==> src/rtl/instr_fetch.sv <==
// Instruction fetch stage: owns the program counter, reads instruction words
// over a req/ack handshake, holds the fetched word for decode until it retires,
// then advances sequentially or to a branch target. A retired HALT opcode
// parks the stage until reset.
//
// Handshake: imem_req is high for every cycle the stage sits in FETCH, with
// imem_addr = pc held stable. A cycle with imem_req=1 and imem_ack=1 transfers
// imem_rdata; imem_ack in any other cycle is ignored. Toward decode,
// instr_valid=1 offers instr, and the instruction retires on any edge where
// instr_valid=1 and stall=0.
module instr_fetch #(
    parameter int          ADDR_W   = 8,
    parameter int          INSTR_W  = 16,
    parameter logic [ADDR_W-1:0] RESET_PC = '0,
    parameter logic [3:0]  HALT_OP  = 4'b1111
) (
    input  logic               clk,
    input  logic               rst_n,
    output logic               imem_req,
    output logic [ADDR_W-1:0]  imem_addr,
    input  logic [INSTR_W-1:0] imem_rdata,
    input  logic               imem_ack,
    input  logic               stall,
    input  logic               branch_en,
    input  logic [ADDR_W-1:0]  branch_target,
    output logic [ADDR_W-1:0]  pc,
    output logic [INSTR_W-1:0] instr,
    output logic [3:0]         OPCODE,
    output logic               instr_valid,
    output logic               halted,
    output logic [1:0]         state_dbg
);

    typedef enum logic [1:0] {
        FETCH  = 2'd0,
        ISSUE  = 2'd1,
        HALTED = 2'd2
    } state_t;

    state_t state;

    // Request and address come straight from registered state and pc, so no
    // input reaches an output combinationally.
    assign imem_req  = (state == FETCH);
    assign imem_addr = pc;
    assign OPCODE    = instr[INSTR_W-1 -: 4];
    assign state_dbg = state;

    // Fetch/issue/halt sequencing with all datapath registers updated alongside.
    always_ff @(posedge clk or negedge rst_n) begin
        if (!rst_n) begin
            state       <= FETCH;
            pc          <= RESET_PC;
            instr       <= '0;
            instr_valid <= 1'b0;
            halted      <= 1'b0;
        end else begin
            case (state)
                FETCH: begin
                    if (imem_ack) begin
                        instr       <= imem_rdata;
                        instr_valid <= 1'b1;
                        state       <= ISSUE;
                    end
                end
                ISSUE: begin
                    // A stalled cycle holds everything; branch inputs only
                    // matter on the retire edge.
                    if (!stall) begin
                        instr_valid <= 1'b0;
                        if (instr[INSTR_W-1 -: 4] == HALT_OP) begin
                            halted <= 1'b1;
                            state  <= HALTED;
                        end else begin
                            pc    <= branch_en ? branch_target : pc + ADDR_W'(1);
                            state <= FETCH;
                        end
                    end
                end
                HALTED: begin
                    state <= HALTED;
                end
                default: begin
                    state <= FETCH;
                end
            endcase
        end
    end

endmodule
==> config.mk <==
export PLATFORM = sky130hd
export DESIGN_NAME = instr_fetch
export DESIGN_NICKNAME = d
export VERILOG_FILES = /design/src/rtl/instr_fetch.sv
export SDC_FILE = /design/constraint.sdc
export NUM_CORES = 1
export LEC_CHECK = 0
export ABC_AREA = 0
export CORE_MARGIN = 5
export CORE_UTILIZATION = 40
export CTS_BUF_LIST = sky130_fd_sc_hd__clkbuf_4 sky130_fd_sc_hd__clkbuf_8
export DETAILED_ROUTE_END_ITERATION = 7
export HOLD_SLACK_MARGIN = 0.05
export PLACE_DENSITY = 0.81
export SYNTH_ARGS = -nofsm -noshare
export SYNTH_HDL_FRONTEND = slang
export SYNTH_SLANG_ARGS = --single-unit
==> constraint.sdc <==
create_clock -name clk -period 1.8 [get_ports clk]
set_input_delay 0.36 -clock clk [delete_from_list [all_inputs] [get_ports clk]]
set_output_delay 0.36 -clock clk [all_outputs]
set_load 0.02 [all_outputs]
==> key figures, run 1 <==
Timing
  • Highest clock rate: around 580 MHz
  • Worst hold slack: 0.399 ns
  • Clock skew: roughly 0.0048 ns
  • Slew Limit Fails: 0
  • Fin crit share: 0.964
  • Unrepaired setup endpoints after global routing: no
  • Slew Limit Headroom: 0.770
  • Post-layout min period: about 1.7 ns
  • Final hold vios: 0
  • Least-Margin Pin Slew: 0.344 ns
  • # setup viols final: 0

Critical path
  • WS Path Type: reg -> out
  • CP peak stage delay: 0.62 ns
  • Worst EP required: 1.44 ns
  • Cell chain of the critical path: clkdlybuf4s50_1
  • Reg2reg path depth: 4
  • WP buf/inv: 1
  • Worst path slowest cell: clkdlybuf4s50_1
  • Critical path peak fanout: 6
  • Startpoint types: register
  • Arrival @ worst endpoint: 1.38 ns
  • CP Depth: 1
  • CP top delay family: buffers and inverters
  • Crit end category: output port

Global route
  • Initial antenna violation count: 0
  • GR peak layer: met2
  • Tot GR Track Use: 0.157
  • Gr ovfl total: 0
  • Pin count of the biggest net entering global routing: 29
  • M3 GR Usage: 0.0549
  • Vias in the first global route: 1,218
  • GRT met2 Usage: 0.264
  • GR Layer Usage met1: 0.191
  • First-pass GRT wire length: approximately 5500 um

Pwr
  • Sw power: 1130 uW
  • Seq pwr share: 0.373
  • Total design power: between 2000 and 3000 uW
  • Gate power share: 0.524
  • Clk pwr share: 0.103
  • Cell Pwr Density: 1370 nW/um^2
  • Internal power: about 1700 uW
  • Leak Pwr: 0.000985 uW
  • Max VDD drop: 0.639 mV
  • Switching Share: 0.394

Layout
  • Share of layout cells above drive strength 1: 0.174
  • Ant diodes: 0
  • Register area: between 700 and 800 um^2
  • FILL cells: 274
  • Nets: between 200 and 250
  • Area of the multi-input gates: slightly above 500 um^2
  • Layout area overhead: 57.3%
  • Post-layout instance count excluding filler cells: approximately 220

Placed design
  • IO buf count: 69
  • Placer Congestion: 0.794
  • Post-DP HPWL: 2430 um
  • Cells after DPL: 220

Clock network
  • Total CTS buffers: 3
  • CTS clk-pin slew, worst paths: 0.14 ns
  • H-tree Lvls: 1
  • Clock Path Buffers: 2
  • Sink Count: 28
  • CTS tree: built
  • Post-CTS Hold Buffers: 0
  • Clk root buf: clkbuf_4
  • Post-CTS Setup Inserts: 0
  • Clock Latency Late Sink: 0.31 ns

Floorplanning
  • Initial core utilization: 0.404
  • CORE AREA: 3280 um^2
  • Die Height: 67.6 um
  • Io pins: 70
  • Rows: 21
  • Die area: 4570 um^2
  • Die width: 67.6 um

Logic synthesis
  • Synth Warn #: 0
  • Yosys cell types: 31
  • Synthesized Nets: 147
  • Mapped cell area: 1330 um^2
  • Sequential-to-total area share from yosys stat: 0.528
  • Synthesized flop and latch total: 28
  • Cells after Synth: 117
  • Mean post-synth cell area: between 10 and 15 um^2

Job
  • Max_cap viols: 0

Detailed routing
  • Detailed Route Iter0 Violations: a little over 70
  • Final ANT Viol Nets: 0
  • DR vias: 1,103
  • Drt drc: 0
  • Final wirelength: 3170 um
  • Pre-Repair DR Iteration Count: 4
  • Vias/cell: a little under 5
  • Drt wl/cell: between 10 and 15 um

Hold path
  • Hold Path Class: in -> async

Run status
  • Outcome: complete, no violations
-- layer usage --
layer	routed length (um)	vias to the layer above
met3	401	4
met4	27	0
met1	1290	510
met5	0	-
met2	1450	59
li1	-	530
-- area by class of cell --
type	count	area share
repair buffers	74	0.370
flip-flops and latches	28	0.338
multi-input cells	71	0.246
well taps	46	0.0276
clock buffers	4	0.0174
inverters	1	0.00180
-- metrics by stage --
| step | util | area [um^2] | TNS (ns) | setup WS [ns] |
|---|---|---|---|---|
| final | 0.635 | 2090 | 0 | 0.0648 |
| after global routing | 0.635 | 2090 | 0 | 0.00245 |
| after CTS | 0.623 | 2050 | 0 | 0.00307 |
| after detailed placement | 0.614 | 2020 | -0.421 | -0.142 |
| after global placement | 0.614 | 2020 | -0.187 | -0.111 |
| after floorplan | - | 1330 | 0 | 0.0473 |
-- placed cells by master (no fill, tap or decap), types with 3 or more instances in the layout --
| cell | n |
|---|---|
| o21ai_0 | 8 |
| mux2_2 | 16 |
| clkbuf_4 | 3 |
| clkdlybuf4s50_1 | 48 |
| a21oi_1 | 6 |
| dfrtp_2 | 3 |
| buf_4 | 4 |
| nor2_1 | 5 |
| dlymetal6s2s_1 | 15 |
| nand2_1 | 5 |
| dlygate4sd2_1 | 6 |
| nand3_1 | 4 |
| dfrtp_1 | 25 |
-- cells by family after synthesis --
family          Yosys count  synth area share
compound gates           24             0.105
fa+ha+maj                 1           0.00943
buf+inv                  18            0.0868
flops                    28             0.528
mux                      18             0.151
simple gates             28             0.120
-- cells in the mapped netlist (all sizes together) --
master,count,area (um^2)
nor4b,1,8.76
mux2i,2,20.0
nand2,5,18.8
and2,1,6.26
a31oi,2,12.5
o22ai,1,6.26
nand2b,1,13.8
mux2,16,180
nor2b,2,12.5
a21o,1,7.51
nor4,2,12.5
nand4,1,6.26
nor2,6,22.5
a21oi,6,30.0
ha,1,12.5
or3b,1,11.3
clkbuf,3,11.3
dfrtp,28,701
or3,1,6.26
nor3b,1,7.51
or4,1,7.51
o21ai,10,50.1
nor3,1,5.00
inv,1,3.75
a22oi,1,7.51
o21bai,1,7.51
buf,14,100
o2bb2ai,2,17.5
nand3,4,20.0
-- state kept, by name, summed over array words and instances (netlist names) --
name	flops
state_dbg	2
halted	1
instr	16
imem_addr	8
instr_valid	1
-- power groups by stage --
| stage | registers (uW) | logic (uW) | clock network, uW |
|---|---|---|---|
| after floorplan | 1310 | 621 | 0 |
| after CTS | 1080 | 1540 | 311 |
| after detailed placement | 1090 | 1570 | 0 |
| final | 1070 | 1500 | 295 |
| after global routing | 1120 | 1610 | 339 |
| after global placement | 1060 | 1550 | 0 |
-- repair_timing --
item | in CTS | in global routing
gates resized for setup | 8 | 16
endpoints found under the hold margin | 0 | 0
setup endpoints to repair | 10 | 16
-- worst paths after layout --
kind | endpoint | slack, ns | from
max | imem_addr[5] | 0.06 | imem_addr[5]$_DFFE_PN0P_
min | imem_addr[7]$_DFFE_PN0P_ | 0.40 | rst_n
max reg2reg | imem_addr[7]$_DFFE_PN0P_ | 0.19 | state_dbg[0]$_DFFE_PN0P_
min reg2reg | halted$_DFFE_PN0P_ | 0.50 | halted$_DFFE_PN0P_
max in group asynchronous | imem_addr[3]$_DFFE_PN0P_ | 1.12 | rst_n
min in group clk | halted$_DFFE_PN0P_ | 0.50 | halted$_DFFE_PN0P_
(Power assumes the default switching activity.)
==> run 2, diff against run 1 <==
==> constraint.sdc (replaced) <==
create_clock -name clk -period 1.85 [get_ports clk]
set_input_delay 0.37 -clock clk [delete_from_list [all_inputs] [get_ports clk]]
set_output_delay 0.37 -clock clk [all_outputs]
set_load 0.02 [all_outputs]
==> key figures, run 2 (synthesized netlist as in run 1, its figures left out) <==
Timing
  • Setup TNS: 0 ns
  • Unrepaired setup endpoints after global routing: no
  • Post-layout min period: 1.77 ns
  • Least-Margin Pin Slew: 0.345 ns
  • # setup viols final: 0
  • Final hold vios: 0
  • Slew Limit Headroom: 0.769
  • Slew Limit Fails: 0
  • Clock skew: between 0.004 and 0.005 ns
  • Highest clock rate: 566 MHz
  • Fin crit share: 0.956

Layout
  • Nets: 209
  • Most frequent cells in the layout: clkdlybuf4s50_1, dfrtp_1, mux2_2, o21ai_0, a21oi_1
  • Commonest non-fill, non-tap cell in the layout: clkdlybuf4s50_1
  • Max FFs per register: 16
  • Register area: 706 um^2
  • Top reg by flops: instr
  • Post-layout instance count excluding filler cells: 224
  • FILL cells: 272
  • Ant diodes: 0
  • Layout area overhead: 55.7%
  • Share of layout cells above drive strength 1: 0.180
  • Area of the multi-input gates: 513 um^2

Detailed routing
  • Pre-Repair DR Iteration Count: 4
  • Vias/cell: 4.95
  • DR vias: 1,109
  • Detailed Route Iter0 Violations: ~80
  • Final ANT Viol Nets: 0
  • Final wirelength: 3140 um
  • Drt wl/cell: 14.0 um
  • Drt drc: 0

Run status
  • Outcome: complete, no violations

Clock network
  • Total CTS buffers: 3
  • Post-CTS Setup Inserts: 0
  • Clock Path Buffers: 2
  • Post-CTS Hold Buffers: 0
  • CTS clk-pin slew, worst paths: 0.14 ns
  • CTS tree: built
  • Sink Count: 28
  • H-tree Lvls: 1
  • Clk root buf: clkbuf_4
  • Clock Latency Late Sink: 0.31 ns

Pwr
  • Seq pwr share: 0.369
  • Max VDD drop: 0.631 mV
  • Sw power: 1100 uW
  • Leak Pwr: 0.000858 uW
  • Internal power: 1730 uW
  • Switching Share: 0.388
  • Cell Pwr Density: ~1400 nW/um^2
  • Gate power share: 0.530
  • Clk pwr share: 0.101

Critical path
  • WS Path Type: reg -> out
  • CP peak stage delay: roughly 0.64 ns
  • Arrival @ worst endpoint: 1.40 ns
  • CP top delay family: buffers and inverters
  • Critical path peak fanout: 5
  • WP buf/inv: 1
  • Worst EP required: about 1.5 ns
  • Worst path slowest cell: clkdlybuf4s50_1
  • Crit end category: output port
  • Cell chain of the critical path: clkdlybuf4s50_1
  • Startpoint types: register

Floorplanning
  • Die area: about 4600 um^2
  • Die width: 67.6 um
  • CORE AREA: between 3000 and 4000 um^2
  • Die Height: 67.6 um
  • Io pins: 70
  • Initial core utilization: 0.404
  • Rows: 21

Global route
  • Tot GR Track Use: 0.157
  • Initial antenna violation count: 0
  • First-pass GRT wire length: roughly 5500 um
  • Vias in the first global route: 1,218
  • Gr ovfl total: 0
  • Pin count of the biggest net entering global routing: 29

Placed design
  • IO buf count: just under 70
  • Placer Congestion: 0.794
  • Post-DP HPWL: 2430 um
  • Cells after DPL: 220

Job
  • Max_cap viols: 0

Hold path
  • Hold Path Class: in -> async
[run 2: path summary, 6_finish.rpt]
kind	from	endpoint	slack, ns	depth (start not counted)
max	imem_addr[7]$_DFFE_PN0P_	imem_addr[7]	0.08	1
min	rst_n	imem_addr[7]$_DFFE_PN0P_	0.41	2
max reg2reg	state_dbg[0]$_DFFE_PN0P_	imem_addr[7]$_DFFE_PN0P_	0.24	4
min reg2reg	halted$_DFFE_PN0P_	halted$_DFFE_PN0P_	0.50	1
max in group asynchronous	rst_n	imem_addr[0]$_DFFE_PN0P_	1.16	2
min in group clk	halted$_DFFE_PN0P_	halted$_DFFE_PN0P_	0.50	1
[run 2: metrics by stage]
step	total power [uW]	hold WS, ns	setup slack (ns)	cell area, um^2	util
global route	3030	0.434	0.00199	2060	0.629
floorplan	1880	0.0744	0.0973	1330	-
finish	2830	0.408	0.0822	2060	0.629
global placement	2540	0.479	-0.0705	2020	0.614
CTS	2870	0.414	0.00158	2050	0.624
detailed placement	2590	0.469	-0.102	2020	0.614
[run 2: what timing repair did]
item,4_1_cts,5_1_grt
setup endpoints to repair,2,10
pin swaps,0,0
resized for setup,2,8
[run 2: area by class of cell]
type	count	share of cell area
repair buffers	74	0.362
well taps	46	0.0279
multi-input cells	71	0.248
flip-flops and latches	28	0.342
clock buffers	4	0.0176
inverters	1	0.00182
[run 2: per-layer routing]
layer,track usage,vias to the layer above,wire length [um]
met5,0,-,0
met4,0.0380,0,27
met3,0.0549,4,398
met2,0.264,58,1430
met1,0.191,519,1280
li1,-,528,-
[run 2: power by group through the flow]
| stage | sequential, uW | combinational [uW] | clock [uW] |
|---|---|---|---|
| after global routing | 1090 | 1610 | 329 |
| after detailed placement | 1060 | 1530 | 0 |
| final | 1040 | 1500 | 286 |
| after global placement | 1030 | 1510 | 0 |
| after CTS | 1040 | 1530 | 302 |
| after floorplan | 1280 | 604 | 0 |
==> run 3, diff against run 2 <==
--- a/config.mk
+++ b/config.mk
@@ -6,6 +6,7 @@
 export NUM_CORES = 1
 export LEC_CHECK = 0
 export ABC_AREA = 0
+export CAP_MARGIN = 20
 export CORE_MARGIN = 5
 export CORE_UTILIZATION = 40
 export CTS_BUF_LIST = sky130_fd_sc_hd__clkbuf_4 sky130_fd_sc_hd__clkbuf_8
==> results of run 3 <==
No change in the layout: final DEF, timing and power equal those of run 2.
